$ cat config.mk
export PLATFORM = sky130hd
export DESIGN_NAME = array_cmd_ctrl
export DESIGN_NICKNAME = d
export VERILOG_FILES = /design/src/rtl/array_pkg.sv /design/src/rtl/array_cmd_fifo.sv /design/src/rtl/array_cmd_ctrl.sv
export SDC_FILE = /design/constraint.sdc
export NUM_CORES = 1
export LEC_CHECK = 0
export ABC_AREA = 1
export ABC_CLOCK_PERIOD_IN_PS = 6100
export BUFFER_PORTS_ARGS = -buffer_cell sky130_fd_sc_hd__buf_4
export CORE_ASPECT_RATIO = 0.5
export CORE_MARGIN = 4
export CORE_UTILIZATION = 40
export DETAILED_ROUTE_END_ITERATION = 10
export SKIP_LAST_GASP = 1
export SLEW_MARGIN = 30
export SYNTH_ARGS = -nofsm -noshare
export SYNTH_HDL_FRONTEND = slang
export SYNTH_HIERARCHICAL = 1
export SYNTH_SLANG_ARGS = --single-unit
$ cat constraint.sdc
create_clock -name clk -period 6.1 [get_ports clk]
set_input_delay 0.915 -clock clk [delete_from_list [all_inputs] [get_ports clk]]
set_output_delay 0.915 -clock clk [all_outputs]
set_load 0.01 [all_outputs]
$ cat src/rtl/array_pkg.sv
// Shared types for the array command front-end.
//  - op_e    : array op encoding (read, write, search, no-op)
//  - cmd_t   : queued command {op, addr, bank, data} at the default array geometry
//  - state_e : issue/response sequencer states
// No ports (package).
package array_pkg;

  localparam int ADDR_W_DEF = 9;
  localparam int DATA_W_DEF = 16;

  typedef enum logic [1:0] {
    OP_READ   = 2'b00,
    OP_WRITE  = 2'b01,
    OP_SEARCH = 2'b10,
    OP_NOP    = 2'b11
  } op_e;

  typedef struct packed {
    op_e                   op;
    logic [ADDR_W_DEF-1:0] addr;
    logic [DATA_W_DEF-1:0] bank;
    logic [DATA_W_DEF-1:0] data;
  } cmd_t;

  typedef enum logic [1:0] {
    ST_IDLE  = 2'd0,
    ST_ISSUE = 2'd1,
    ST_WAIT  = 2'd2,
    ST_RESP  = 2'd3
  } state_e;

endpackage

$ cat src/rtl/array_cmd_fifo.sv
// Synchronous command FIFO, DEPTH entries of type T (power-of-2 depth).
// Ports:
//  clk, rst_n  clock / asynchronous active-low reset (pointers, count, full flag)
//  i_push      push request; ignored while full, even if a pop happens the same cycle
//  i_din       entry to push
//  i_pop       pop request; ignored while empty
//  o_dout      head entry (valid while !o_empty)
//  o_full      registered full flag
//  o_empty     empty flag
module array_cmd_fifo
  import array_pkg::*;
#(
  parameter int  DEPTH = 4,
  parameter type T     = cmd_t
) (
  input  logic clk,
  input  logic rst_n,
  input  logic i_push,
  input  T     i_din,
  input  logic i_pop,
  output T     o_dout,
  output logic o_full,
  output logic o_empty
);

  localparam int PW = $clog2(DEPTH);
  localparam logic [PW:0] C_FULL = (PW + 1)'(DEPTH);

  T              r_mem [DEPTH];
  logic [PW-1:0] r_wr_ptr;
  logic [PW-1:0] r_rd_ptr;
  logic [PW:0]   r_count;
  logic          r_full;

  logic          w_push;
  logic          w_pop;
  logic [PW:0]   w_count_nxt;

  assign w_push  = i_push && !r_full;
  assign w_pop   = i_pop && (r_count != '0);
  assign o_dout  = r_mem[r_rd_ptr];
  assign o_full  = r_full;
  assign o_empty = (r_count == '0);

  always_comb begin
    w_count_nxt = r_count;
    if (w_push && !w_pop) begin
      w_count_nxt = r_count + 1'b1;
    end else if (!w_push && w_pop) begin
      w_count_nxt = r_count - 1'b1;
    end
  end

  // Full is registered from the next count so the upstream ready is a flop.
  always_ff @(posedge clk or negedge rst_n) begin
    if (!rst_n) begin
      r_wr_ptr <= '0;
      r_rd_ptr <= '0;
      r_count  <= '0;
      r_full   <= 1'b0;
    end else begin
      if (w_push) r_wr_ptr <= r_wr_ptr + 1'b1;
      if (w_pop)  r_rd_ptr <= r_rd_ptr + 1'b1;
      r_count <= w_count_nxt;
      r_full  <= (w_count_nxt == C_FULL);
    end
  end

  always_ff @(posedge clk) begin
    if (w_push) r_mem[r_wr_ptr] <= i_din;
  end

endmodule

$ cat src/rtl/array_cmd_ctrl.sv
// Command front-end for the 512x16 memory/search array. Commands are queued in a
// FIFO and issued one at a time; read/search results are captured RD_LAT cycles
// after issue and returned over a valid/ready response channel. Only one array op
// is outstanding; nothing is issued while a response is pending.
// Optional feature macro: ARRAY_CTRL_WRITE_ACK_EN (writes return an ack response
// with rsp_op=01, rsp_data=0; without it writes produce no response).
// Ports:
//  clk, rst_n                    clock / asynchronous active-low reset
//  cmd_valid/cmd_ready           command handshake (cmd_ready = FIFO not full, registered)
//  cmd_op/addr/bank/data         command fields (op 11 = NOP, dropped at pop)
//  rsp_valid/rsp_ready           response handshake
//  rsp_op/rsp_data               response op and read data / match vector
//  arr_op_code/addr/data_bank/data_in  array pins (op 11 on every non-issue cycle)
//  arr_rdata                     array read data / match vector
//  busy                          FIFO non-empty or sequencer not idle
module array_cmd_ctrl
  import array_pkg::*;
#(
  parameter int ADDR_W = ADDR_W_DEF,
  parameter int DATA_W = DATA_W_DEF,
  parameter int FIFO_D = 4,
  parameter int RD_LAT = 1
) (
  input  logic              clk,
  input  logic              rst_n,
  input  logic              cmd_valid,
  output logic              cmd_ready,
  input  logic [1:0]        cmd_op,
  input  logic [ADDR_W-1:0] cmd_addr,
  input  logic [DATA_W-1:0] cmd_bank,
  input  logic [DATA_W-1:0] cmd_data,
  output logic              rsp_valid,
  input  logic              rsp_ready,
  output logic [1:0]        rsp_op,
  output logic [DATA_W-1:0] rsp_data,
  output logic [1:0]        arr_op_code,
  output logic [ADDR_W-1:0] arr_addr,
  output logic [DATA_W-1:0] arr_data_bank,
  output logic [DATA_W-1:0] arr_data_in,
  input  logic [DATA_W-1:0] arr_rdata,
  output logic              busy
);

  localparam int CNT_W = (RD_LAT > 1) ? $clog2(RD_LAT) : 1;

  typedef struct packed {
    op_e               op;
    logic [ADDR_W-1:0] addr;
    logic [DATA_W-1:0] bank;
    logic [DATA_W-1:0] data;
  } cmd_w_t;

  cmd_w_t            w_cmd_in;
  cmd_w_t            w_head;
  logic              w_fifo_full;
  logic              w_fifo_empty;
  logic              w_pop;
  logic              w_issue;
  logic              w_capture;
  logic              w_wr_ack;
  logic              w_rsp_done;
  state_e            w_state_nxt;

  state_e            r_state;
  op_e               r_arr_op;
  op_e               r_cur_op;
  logic [ADDR_W-1:0] r_arr_addr;
  logic [DATA_W-1:0] r_arr_bank;
  logic [DATA_W-1:0] r_arr_din;
  logic [CNT_W-1:0]  r_cnt;
  logic              r_rsp_valid;
  op_e               r_rsp_op;
  logic [DATA_W-1:0] r_rsp_data;

  assign w_cmd_in.op   = op_e'(cmd_op);
  assign w_cmd_in.addr = cmd_addr;
  assign w_cmd_in.bank = cmd_bank;
  assign w_cmd_in.data = cmd_data;

  array_cmd_fifo #(
    .DEPTH (FIFO_D),
    .T     (cmd_w_t)
  ) u_fifo (
    .clk     (clk),
    .rst_n   (rst_n),
    .i_push  (cmd_valid),
    .i_din   (w_cmd_in),
    .i_pop   (w_pop),
    .o_dout  (w_head),
    .o_full  (w_fifo_full),
    .o_empty (w_fifo_empty)
  );

  assign cmd_ready     = !w_fifo_full;
  assign busy          = !w_fifo_empty || (r_state != ST_IDLE);
  assign arr_op_code   = r_arr_op;
  assign arr_addr      = r_arr_addr;
  assign arr_data_bank = r_arr_bank;
  assign arr_data_in   = r_arr_din;
  assign rsp_valid     = r_rsp_valid;
  assign rsp_op        = r_rsp_op;
  assign rsp_data      = r_rsp_data;

  // The head is popped on the IDLE->ISSUE edge so the array pins are registered
  // during ISSUE. A NOP head is popped without leaving IDLE.
  always_comb begin
    w_state_nxt = r_state;
    w_pop       = 1'b0;
    w_issue     = 1'b0;
    w_capture   = 1'b0;
    w_wr_ack    = 1'b0;
    w_rsp_done  = 1'b0;
    case (r_state)
      ST_IDLE: begin
        if (!w_fifo_empty) begin
          w_pop = 1'b1;
          if (w_head.op != OP_NOP) begin
            w_issue     = 1'b1;
            w_state_nxt = ST_ISSUE;
          end
        end
      end
      ST_ISSUE: begin
        if (r_cur_op == OP_WRITE) begin
`ifdef ARRAY_CTRL_WRITE_ACK_EN
          w_wr_ack    = 1'b1;
          w_state_nxt = ST_RESP;
`else
          w_state_nxt = ST_IDLE;
`endif
        end else begin
          w_state_nxt = ST_WAIT;
        end
      end
      ST_WAIT: begin
        if (r_cnt == '0) begin
          w_capture   = 1'b1;
          w_state_nxt = ST_RESP;
        end
      end
      ST_RESP: begin
        if (rsp_ready) begin
          w_rsp_done  = 1'b1;
          w_state_nxt = ST_IDLE;
        end
      end
      default: w_state_nxt = ST_IDLE;
    endcase
  end

  always_ff @(posedge clk or negedge rst_n) begin
    if (!rst_n) begin
      r_state     <= ST_IDLE;
      r_arr_op    <= OP_NOP;
      r_cur_op    <= OP_NOP;
      r_arr_addr  <= '0;
      r_arr_bank  <= '0;
      r_arr_din   <= '0;
      r_cnt       <= '0;
      r_rsp_valid <= 1'b0;
      r_rsp_op    <= OP_READ;
      r_rsp_data  <= '0;
    end else begin
      r_state  <= w_state_nxt;
      r_arr_op <= w_issue ? w_head.op : OP_NOP;
      if (w_issue) begin
        r_cur_op   <= w_head.op;
        r_arr_addr <= w_head.addr;
        r_arr_bank <= w_head.bank;
        r_arr_din  <= w_head.data;
      end
      // Loaded while the op is on the pins; reaches 0 in the cycle arr_rdata is valid.
      if (r_state == ST_ISSUE) begin
        r_cnt <= CNT_W'(RD_LAT - 1);
      end else if ((r_state == ST_WAIT) && (r_cnt != '0)) begin
        r_cnt <= r_cnt - 1'b1;
      end
      if (w_capture) begin
        r_rsp_valid <= 1'b1;
        r_rsp_op    <= r_cur_op;
        r_rsp_data  <= arr_rdata;
      end else if (w_wr_ack) begin
        r_rsp_valid <= 1'b1;
        r_rsp_op    <= OP_WRITE;
        r_rsp_data  <= '0;
      end else if (w_rsp_done) begin
        r_rsp_valid <= 1'b0;
      end
    end
  end

endmodule

==> results.toml <==
[outcome]
status = "finished clean"

[die]
core_region_area_sq_mm = 0.0233
dieArea_sq_mm = 0.0268
rows = 39
die_h_um = 118
start_util = 0.415
die_width_um = 228
io_pins = 127

[routing]
dr_wl_met2_mm = 10.4
met1_length_mm = 9.68
vias_per_cell = 5.08
routed_wl_mm = 21.5
drt-pass1-iter-count = 5
drc = 0
vias = 6201
maxUsedRoutingLayer = "met4"
drt_iter0_drc = 472
ant_nets = 0
wire_per_inst_um = 17.6
wl_met3_mm = 1.08

[global_routing]
grt_max_degree = 89
antenna_found_initial = 0
grt_overflow_total = 0
grt_pass1_vias = 6224
gr-usage-all-layers = 0.161
grt_pass1_wl_mm = 34.2

[clock_tree]
root_buffer = "clkbuf_16"
htreeDepth = 1
cts_setup_buffers = 0
clock_path_buffers = 3
cts_tree = "yes"
postCtsResizedCells = 0
numClockSinks = 247
cts.clk_slew.worst_paths_ps = 60
hold_buffers = 0
numCtsBuffers = 23
clk_latency_ps = 530

[placement]
dpl_cell_area_sq_mm = 0.0108
gp_congestion = 0.730
dp_hpwl_mm = 12.0
portBuffers = 126
dp.cells = 1179

[sta]
slew_headroom = 0.410
finalClockSkew_ps = 6.47
fin_crit_ps = 3330
slew_viol_final = 0
tightest_slew_ps = 885
fmax_mhz = 301
setup_tns_ps = 0
finalCritPeriodShare = 0.546
hold_viol_final = 0
rsz0062_at_grt = "false"
setup_viol = 0
whs_ps = 318

[setup_path]
cp.arrival_ps = 3740
rr_endpoint = "arr_data_bank[7]"
cp.required_ps = 6510
r2r_setup_slack_ps = 2770
r2r-start = "u_fifo/r_rd_ptr[0]"
crit_slowest_cell = "buf_4"
critPathMaxFanout = 88
critPathMaxStageDelay_ps = 650
path_cells = "buf_4 -> inv_4 -> o21ai_0 -> o22ai_1 -> nand2_4 -> nand2_4 -> nand2_1 -> nand2_1"
cp-end-kind = "flip-flop"
critical_path_class = "flip-flop to flip-flop"
critPathLaunchType = "flip-flop"
r2r_cells = 8

[cells_and_area]
finalInstanceArea_sq_mm = 0.0116
final_layout_size_suffix_gt1_frac = 0.217
area.growth.synth_to_final_pct = 19.8
multi_input_area_sq_mm = 0.00223
seqCellArea_sq_mm = 0.00705
layout.nets = 967
fillers = 2016
final_cell_mix = "edfxtp_1, buf_4, nand2_1"
final_common_cell = "edfxtp_1"
fin_cells = 1221
n_antenna_cell = 0

[synthesis]
ys_seq_area_frac = 0.730
syn_area_sq_mm = 0.00965
ys_ff_latch = 247
syn_avg_cell_area_sq_um = 12.3
synthesis.nets = 852
synth.distinct_cells = 30
yosysWarnings = 6
syn_inst = 782

[power_and_ir_drop]
vdd_drop_max_mv = 0.247
powerDensity_mw_per_mm2 = 524
p_leak_nw = 4.69
power_mw = 6.07

[min_path]
worstHoldPathType = "primary input to async pin"

[flow_run]
max_cap_violations = 0
routing by layer:
metal | global-route usage | vias up
li1 | - | 2967
met5 | 0 | -
met1 | 0.225 | 3074
met3 | 0.0346 | 26
met4 | 0.0336 | 0
met2 | 0.261 | 134
critical path, delay by kind of cell, from the launching register on:
kind            cells  cell delay, ps
compound gates      2             480
buf+inv             2            1170
flops               1             350
simple gates        4            1160
report_power, final:
part / internal, mW / total (mW) / switching (mW)
Combinational: 0.726 / 2.13 / 1.40
Sequential: 2.29 / 2.48 / 0.189
Clock: 0.854 / 1.46 / 0.602
Total: 3.87 / 6.06 / 2.19
worst max-delay path by stage:
| stage | start | cells past startpoint | slack, ps | end |
|---|---|---|---|---|
| 3_5_place_dp | u_fifo/r_rd_ptr[0] | 8 | 2710 | arr_addr[6] |
| 6_report | u_fifo/r_rd_ptr[0] | 8 | 2770 | arr_data_bank[7] |
| 5_1_grt | u_fifo/r_rd_ptr[0] | 8 | 2330 | arr_data_bank[0] |
| 2_1_floorplan | cmd_valid | 2 | 2800 | u_fifo/r_mem[0][0] |
| 3_3_place_gp | u_fifo/r_rd_ptr[0] | 8 | 2470 | arr_data_bank[11] |
| 4_1_cts | u_fifo/r_rd_ptr[0] | 8 | 2710 | arr_addr[6] |
layout make-up:
| class | instances | area share |
|---|---|---|
| clock buffer | 32 | 0.0544 |
| tap | 307 | 0.0332 |
| multi-input combinational | 460 | 0.193 |
| clock inverter | 10 | 0.0121 |
| timing repair buffer | 134 | 0.0870 |
| inverter | 31 | 0.0105 |
| sequential | 247 | 0.609 |
cells by family after synthesis:
| logic type | after synthesis | share of synthesized area |
|---|---|---|
| AOI/OAI and AO/OA | 137 | 0.0783 |
| xor gates and xnor gates | 3 | 0.00272 |
| adders and majority gates | 7 | 0.00907 |
| buffers and inverters | 75 | 0.0423 |
| DFF | 247 | 0.730 |
| and+or+nand+nor | 313 | 0.138 |
flip-flops by register name, indices dropped and copies added, names as in the netlist, named ones only:
signal and cells:
arr_addr 9, u_fifo/r_mem 172, arr_op_code 2, r_cnt 1
rsp_valid 1, u_fifo/r_rd_ptr 2, arr_data_bank 16, u_fifo/r_wr_ptr 2
arr_data_in 16, rsp_op 2, rsp_data 16, u_fifo/o_full 1
r_state 1, r_cur_op 2, u_fifo/r_count 3
per-stage QoR:
stage,setup WS [ps],utilization
6_report,2770,0.497
5_1_grt,2330,0.497
4_1_cts,2710,0.497
3_5_place_dp,2710,0.464
3_3_place_gp,2470,0.464
2_1_floorplan,2800,-
cell usage after synthesis:
master | n | share of area
nand2_2 | 4 | 0.0026
inv_4 | 2 | 0.0013
or2_4 | 2 | 0.0018
inv_2 | 2 | 0.00078
nand2_1 | 133 | 0.052
clkinv_1 | 1 | 0.00039
buf_2 | 9 | 0.0047
edfxtp_1 | 172 | 0.54
buf_4 | 6 | 0.0047
o22ai_1 | 43 | 0.028
ha_1 | 7 | 0.0091
buf_6 | 11 | 0.013
nand4_1 | 1 | 0.00065
o21ai_2 | 2 | 0.0018
nand3_2 | 1 | 0.0010
dfstp_2 | 4 | 0.011
nand3_1 | 63 | 0.033
xor2_1 | 3 | 0.0027
nor3_1 | 2 | 0.0010
clkbuf_1 | 14 | 0.0054
nor2_1 | 100 | 0.039
a21boi_1 | 2 | 0.0016
nor2_4 | 1 | 0.0012
nand2_4 | 4 | 0.0047
clkbuf_2 | 4 | 0.0021
inv_1 | 26 | 0.010
o21ai_0 | 89 | 0.046
dfrtp_1 | 71 | 0.18
nor2_2 | 2 | 0.0013
a21oi_2 | 1 | 0.00091
Power figures use the tool's default switching activity.
